===== src/rtl/i2c_reg_sequencer.sv =====
// rtl/i2c_reg_sequencer.sv - turns one register read/write command into a full I2C byte sequence
// Optional watchdog: define I2C_SEQ_TIMEOUT_EN.
module i2c_reg_sequencer #(
  parameter int DATA_BYTES     = 2,
  parameter int TIMEOUT_CYCLES = 2**20
) (
  input  logic                    clk_in,
  input  logic                    reset,
  input  logic                    cmd_valid,
  output logic                    cmd_ready,
  input  logic                    cmd_rw,
  input  logic [6:0]              cmd_dev_addr,
  input  logic [7:0]              cmd_reg_addr,
  input  logic [8*DATA_BYTES-1:0] cmd_wdata,
  output logic                    rsp_valid,
  output logic [1:0]              rsp_status,
  output logic [8*DATA_BYTES-1:0] rsp_rdata,
  output logic                    transfer_start,
  output logic                    transfer_continues,
  output logic                    mode,
  output logic [7:0]              data_tx,
  input  logic                    transfer_ready,
  input  logic                    transaction_complete,
  input  logic                    nack,
  input  logic [7:0]              data_rx,
  input  logic                    start_err,
  input  logic                    arbitration_err
);
  localparam int DW = 8*DATA_BYTES;
  localparam logic [1:0] ST_OK   = 2'd0;
  localparam logic [1:0] ST_NACK = 2'd1;
  localparam logic [1:0] ST_ARB  = 2'd2;

  typedef enum logic [2:0] {
    S_IDLE, S_WAIT_BUS, S_ADDR_W, S_REG, S_WDATA, S_ADDR_R, S_RDATA, S_STOP
  } state_t;

  state_t          state_q, state_d;
  logic            cmd_ready_q, cmd_ready_d;
  logic            rsp_valid_q, rsp_valid_d;
  logic [1:0]      status_q, status_d;
  logic [DW-1:0]   rdata_q, rdata_d;
  logic            start_q, start_d;
  logic            cont_q, cont_d;
  logic            mode_q, mode_d;
  logic [7:0]      data_tx_q, data_tx_d;
  logic            rw_q, rw_d;
  logic [6:0]      dev_q, dev_d;
  logic [7:0]      reg_q, reg_d;
  logic [DW-1:0]   wsh_q, wsh_d;
  logic [DW-1:0]   rsh_q, rsh_d;
  logic [2:0]      left_q, left_d;
  logic            last_byte;
  logic            nack_stop;

`ifdef I2C_SEQ_TIMEOUT_EN
  localparam logic [1:0] ST_TIMEOUT = 2'd3;
  localparam int WD_W = ($clog2(TIMEOUT_CYCLES) < 1) ? 1 : $clog2(TIMEOUT_CYCLES);
  logic [WD_W-1:0] wd_q, wd_d;
`endif

  always_comb begin
    state_d     = state_q;
    cmd_ready_d = cmd_ready_q;
    rsp_valid_d = 1'b0;
    status_d    = status_q;
    rdata_d     = rdata_q;
    start_d     = start_q;
    cont_d      = cont_q;
    mode_d      = mode_q;
    data_tx_d   = data_tx_q;
    rw_d        = rw_q;
    dev_d       = dev_q;
    reg_d       = reg_q;
    wsh_d       = wsh_q;
    rsh_d       = rsh_q;
    left_d      = left_q;
    nack_stop   = 1'b0;
    last_byte   = (left_q == 3'd1);

    case (state_q)
      S_IDLE: begin
        cmd_ready_d = 1'b1;
        if (cmd_valid && cmd_ready_q) begin
          cmd_ready_d = 1'b0;
          rw_d        = cmd_rw;
          dev_d       = cmd_dev_addr;
          reg_d       = cmd_reg_addr;
          wsh_d       = cmd_wdata;
          left_d      = 3'(DATA_BYTES);
          status_d    = ST_OK;
          start_d     = 1'b1;
          cont_d      = 1'b1;
          mode_d      = 1'b0;
          data_tx_d   = {cmd_dev_addr, 1'b0};
          state_d     = S_WAIT_BUS;
        end
      end
      S_WAIT_BUS: begin
        if (transfer_ready) state_d = S_ADDR_W;
      end
      S_ADDR_W: begin
        if (transaction_complete) begin
          if (nack) nack_stop = 1'b1;
          else begin
            data_tx_d = reg_q;
            cont_d    = ~rw_q;  // read: repeated START after the register byte
            state_d   = S_REG;
          end
        end
      end
      S_REG: begin
        if (transaction_complete) begin
          if (nack) nack_stop = 1'b1;
          else if (rw_q) begin
            data_tx_d = {dev_q, 1'b1};
            cont_d    = 1'b1;
            state_d   = S_ADDR_R;
          end else begin
            data_tx_d = wsh_q[DW-1 -: 8];
            wsh_d     = wsh_q << 8;
            cont_d    = ~last_byte;
            state_d   = S_WDATA;
          end
        end
      end
      S_WDATA: begin
        if (transaction_complete) begin
          if (nack) nack_stop = 1'b1;
          else if (last_byte) begin
            start_d = 1'b0;
            cont_d  = 1'b0;
            state_d = S_STOP;
          end else begin
            data_tx_d = wsh_q[DW-1 -: 8];
            wsh_d     = wsh_q << 8;
            left_d    = left_q - 3'd1;
            cont_d    = (left_q > 3'd2);
          end
        end
      end
      S_ADDR_R: begin
        if (transaction_complete) begin
          if (nack) nack_stop = 1'b1;
          else begin
            mode_d  = 1'b1;
            cont_d  = ~last_byte;
            state_d = S_RDATA;
          end
        end
      end
      S_RDATA: begin
        if (transaction_complete) begin
          rsh_d = DW'({rsh_q, data_rx});
          if (last_byte) begin
            start_d = 1'b0;
            cont_d  = 1'b0;
            state_d = S_STOP;
          end else begin
            left_d = left_q - 3'd1;
            cont_d = (left_q > 3'd2);
          end
        end
      end
      S_STOP: begin
        if (transfer_ready) begin
          rsp_valid_d = 1'b1;
          mode_d      = 1'b0;
          state_d     = S_IDLE;
          if (rw_q && status_q == ST_OK) rdata_d = rsh_q;
        end
      end
      default: state_d = S_IDLE;
    endcase

    // The core will not continue past a NACKed transmit byte; we only need to request STOP.
    if (nack_stop) begin
      start_d  = 1'b0;
      cont_d   = 1'b0;
      status_d = ST_NACK;
      state_d  = S_STOP;
    end

`ifdef I2C_SEQ_TIMEOUT_EN
    wd_d = wd_q;
    if (state_q == S_IDLE) begin
      if (cmd_valid && cmd_ready_q) wd_d = '0;
    end else if (transaction_complete) begin
      wd_d = '0;
    end else begin
      wd_d = wd_q + 1'b1;
    end
    if (state_q != S_IDLE && wd_q == WD_W'(TIMEOUT_CYCLES - 1)) begin
      start_d     = 1'b0;
      cont_d      = 1'b0;
      mode_d      = 1'b0;
      status_d    = ST_TIMEOUT;
      rsp_valid_d = 1'b1;
      state_d     = S_IDLE;
    end
`endif

    // Errors win over everything; the core has already released the bus.
    if (state_q != S_IDLE && (start_err || arbitration_err)) begin
      start_d     = 1'b0;
      cont_d      = 1'b0;
      mode_d      = 1'b0;
      status_d    = ST_ARB;
      rsp_valid_d = 1'b1;
      state_d     = S_IDLE;
    end
  end

  always_ff @(posedge clk_in) begin
    if (reset) begin
      state_q     <= S_IDLE;
      cmd_ready_q <= 1'b1;
      rsp_valid_q <= 1'b0;
      status_q    <= ST_OK;
      rdata_q     <= '0;
      start_q     <= 1'b0;
      cont_q      <= 1'b0;
      mode_q      <= 1'b0;
      data_tx_q   <= 8'h00;
      rw_q        <= 1'b0;
      dev_q       <= 7'h00;
      reg_q       <= 8'h00;
      wsh_q       <= '0;
      rsh_q       <= '0;
      left_q      <= 3'd0;
    end else begin
      state_q     <= state_d;
      cmd_ready_q <= cmd_ready_d;
      rsp_valid_q <= rsp_valid_d;
      status_q    <= status_d;
      rdata_q     <= rdata_d;
      start_q     <= start_d;
      cont_q      <= cont_d;
      mode_q      <= mode_d;
      data_tx_q   <= data_tx_d;
      rw_q        <= rw_d;
      dev_q       <= dev_d;
      reg_q       <= reg_d;
      wsh_q       <= wsh_d;
      rsh_q       <= rsh_d;
      left_q      <= left_d;
    end
  end

`ifdef I2C_SEQ_TIMEOUT_EN
  always_ff @(posedge clk_in) begin
    if (reset) wd_q <= '0;
    else       wd_q <= wd_d;
  end
`endif

  assign cmd_ready          = cmd_ready_q;
  assign rsp_valid          = rsp_valid_q;
  assign rsp_status         = status_q;
  assign rsp_rdata          = rdata_q;
  assign transfer_start     = start_q;
  assign transfer_continues = cont_q;
  assign mode               = mode_q;
  assign data_tx            = data_tx_q;

endmodule


===== config.mk =====
export PLATFORM = sky130hd
export DESIGN_NAME = i2c_reg_sequencer
export DESIGN_NICKNAME = d
export VERILOG_FILES = /design/src/rtl/i2c_reg_sequencer.sv
export SDC_FILE = /design/constraint.sdc
export NUM_CORES = 1
export LEC_CHECK = 0
export CORE_MARGIN = 8
export CORE_UTILIZATION = 30
export DETAILED_ROUTE_END_ITERATION = 7
export MAX_ROUTING_LAYER = met4
export PLACE_DENSITY_LB_ADDON = 0.05
export SKIP_CTS_REPAIR_TIMING = 1
export SLEW_MARGIN = 20
export SYNTH_ARGS = -nofsm -noshare
export SYNTH_HDL_FRONTEND = slang
export SYNTH_SLANG_ARGS = --single-unit

===== constraint.sdc =====
create_clock -name clk_in -period 2 [get_ports clk_in]
set_clock_uncertainty 0.2 [all_clocks]
set_input_delay 0.2 -clock clk_in [delete_from_list [all_inputs] [get_ports clk_in]]
set_output_delay 0.2 -clock clk_in [all_outputs]
set_load 0.005 [all_outputs]

==> results.ini <==
[power_and_ir_drop]
power.clock.fraction_pct=25.1
power_frac_comb_pct=45.3
share_seq_of_total_power_pct=29.6
switching_share_pct=33.4
power.internal_mw=5.18
p_per_area_nw_per_um2=1340
net-switching-power_mw=2.59
max-vdd-ir-drop_uv=428
p_leak_nw=2.31

[clocking]
clk_path_buf_depth=2
path_clk_slew_ps=70
htreeDepth=3
cts_tree=built
cts_inserted_buffers=9
clock-root-buffer=clkbuf_16
clock_sink_count=85
clk_latency_ps=350

[finish]
area_growth_syn_to_layout_pct=50.6
ratio_of_cells_with_drive_above_1_in_the_final_layout_pct=20.2
antennaDiodeCount=0
layout.nets=630
final_util_pct=46.1

[worst_setup_path]
crit_path_start=state_q[0]
worst_setup_path_end_kind=flop
cp_num_buf_inv=3
cp_data_required_time_ps=2000
timing.critical_path.cells=buf_12, or2_4, a21o_1, a211oi_4, buf_6, clkbuf_16, nand2b_4, a21oi_1
critPathMaxStageDelay_ps=370
worstSetupPathType=flop to flop
timing.rr.start=state_q[0]
cp_slowest_cell=dfxtp_4
crit_family=buffers and inverters
worst_ep_arrival_time_ps=2030
worstPathMaxFanout=10
crit_path_start_kind=flop

[synth]
synth.cells.most_frequent=nand2_1, dfxtp_1, a21oi_1, nor2_1, mux2i_1
synth_enable_flop_cells=0
mappedNetlistArea_um2=3850
mappedNetlistNets=514
yosys.cell_count.top_type=nand2_1
seq_area_frac_synth_pct=44.2
yosysWarnings=0
synthTopCellsByArea=dfxtp_1, nand2_1, a21oi_1
synth_top_area_cell=dfxtp_1
syn_inst=463
synth_seq_cells=85
async_set_or_reset_flop_fraction_in_the_synthesized_netlist_pct=0
synthFlopType=dfxtp_1
synth_area_per_cell_um2=8.32
synth_largest_type_area_fraction_pct=44.2
synth_cell_types=51

[floorplanning]
die_area_um2=16700
io-pin-count=79
chipHeight_um=129
row_cnt=41
initial_utilization_pct=30.6
fp.coreArea_um2=12600
floorplan.die.width_um=129

[run]
max_cap_violations=0

[global_routing]
antenna_violations_before_repair=0
grt_pass1_wl_mm=18.0
first_global_vias=3459
gr-usage-all-layers_pct=14.2
gr-total-overflow=0
maximum_number_of_pins_on_one_net_before_global_route_repair=52

[timing]
maxSlewHeadroom_pct=60.2
worst_pin_slew_ps=597
drv_slew=0
setup_viol=13
unrepaired_setup_endpoints_after_global_routing=true
layout_setup_ws_ps=-31.8
fin_crit_ps=2030
timing.setup.tns_ps=-199
finalCritPeriodShare_pct=102
achievable_frequency_ghz=0.492
hold_viol=0

[routing]
drtAntennaViolNets=0
drt_first_pass_iters=4
detail_routed_via_count_per_cell=4.79
detailroute.via_count=3620
routed_wirelength_mm=11.5
remaining_drc_errors=0
drt_iter0_drc=214
routed_wire_length_per_instance_um=15.2

[hold_path]
worst_hold_startpoint=reset
min_path_type=input pin to flop

[outcome]
status=complete, but fails checks
violations_in_the_final_reports=negative setup slack

[placement]
post-dp-hpwl_mm=7.73
gp_congestion=0.785
portBuffers=78

## placed cells by master, fill, tap and decap left out, types with 3 or more instances in the layout
master and instances:
nand3_1 13, nand3b_1 3, a311oi_2 3, a21oi_1 57, a21o_1 8, clkdlybuf4s50_1 77
a211oi_1 8, mux2i_1 27, nand2b_4 4, nor2_1 41, a311oi_1 4, inv_1 6
bufinv_16 3, o21ai_0 5, clkbuf_16 12, o221ai_1 7, nand2b_1 13, nor2_2 7
nor2b_1 3, buf_6 7, buf_12 7, nand2_1 88, dfxtp_1 81, buf_4 45
## area by class of cell
type / instances / area, um2
fill: 1249 / 6770
sequential: 85 / 1710
inverter: 7 / 26.3
timing repair buffer: 140 / 1410
clock inverter: 7 / 123
multi-input combinational: 336 / 2090
clock buffer: 9 / 225
tap: 172 / 215
## final timing paths
kind	slack [ps]	depth (start not counted)	endpoint
worst max register to register	-30	8	wsh_q[7]
worst min-delay path	170	3	rsp_rdata[3]
worst max-delay path	-30	8	wsh_q[7]
worst min register to register	250	2	rsh_q[9]
## through the flow
step	std cells	worst slack, ps	power [mW]	hold slack (ps)	cell area [um2]
after global routing	756	-111	8.26	180	5800
final	756	-31.8	7.77	171	5800
after detailed placement	725	-285	5.10	249	5140
after CTS	741	-266	7.09	148	5490
after global placement	725	-248	5.07	242	5140
after floorplan	463	8.99	3.92	136	3860
## worst reg2reg max path, stage by stage, from the launching register on
cell and delay [ps]:
dfxtp_4 370, buf_12 140, or2_4 260, a21o_1 210
a211oi_4 210, buf_6 180, clkbuf_16 160, nand2b_4 110
a21oi_1 50
## power by group through the flow
stage	logic, mW	registers [mW]	clock network [mW]
after floorplan	1.70	2.22	0
after global placement	2.77	2.29	0
after detailed placement	2.80	2.30	0
after CTS	2.82	2.26	2.01
after global routing	3.83	2.35	2.09
final	3.52	2.30	1.95
## registers in the layout, indices dropped and copies added, names as in the netlist
register / cells
data_tx: 8
rsp_rdata: 16
state_q: 3
rsp_valid: 1
rsh_q: 16
rw_q: 1
rsp_status: 2
dev_q: 7
reg_q: 8
mode: 1
cmd_ready: 1
wsh_q: 16
transfer_start: 1
left_q: 3
transfer_continues: 1
## cell families after synthesis
family | synth area share [%]
adders and majority gates | 0.975
and+or+nand+nor | 21.7
muxes | 7.31
DFF | 44.2
xor gates and xnor gates | 0.455
buffers and inverters | 4.94
AOI/OAI and AO/OA | 20.4
## layer usage
layer / vias up / global-route usage, % / routed length, um
li1: 1845 / - / -
met1: 1696 / 18.4 / 5440
met2: 69 / 20.4 / 5380
met3: 10 / 3.82 / 538
met4: 0 / 5.87 / 173
met5: - / - / 0
(Power assumes the default switching activity.)
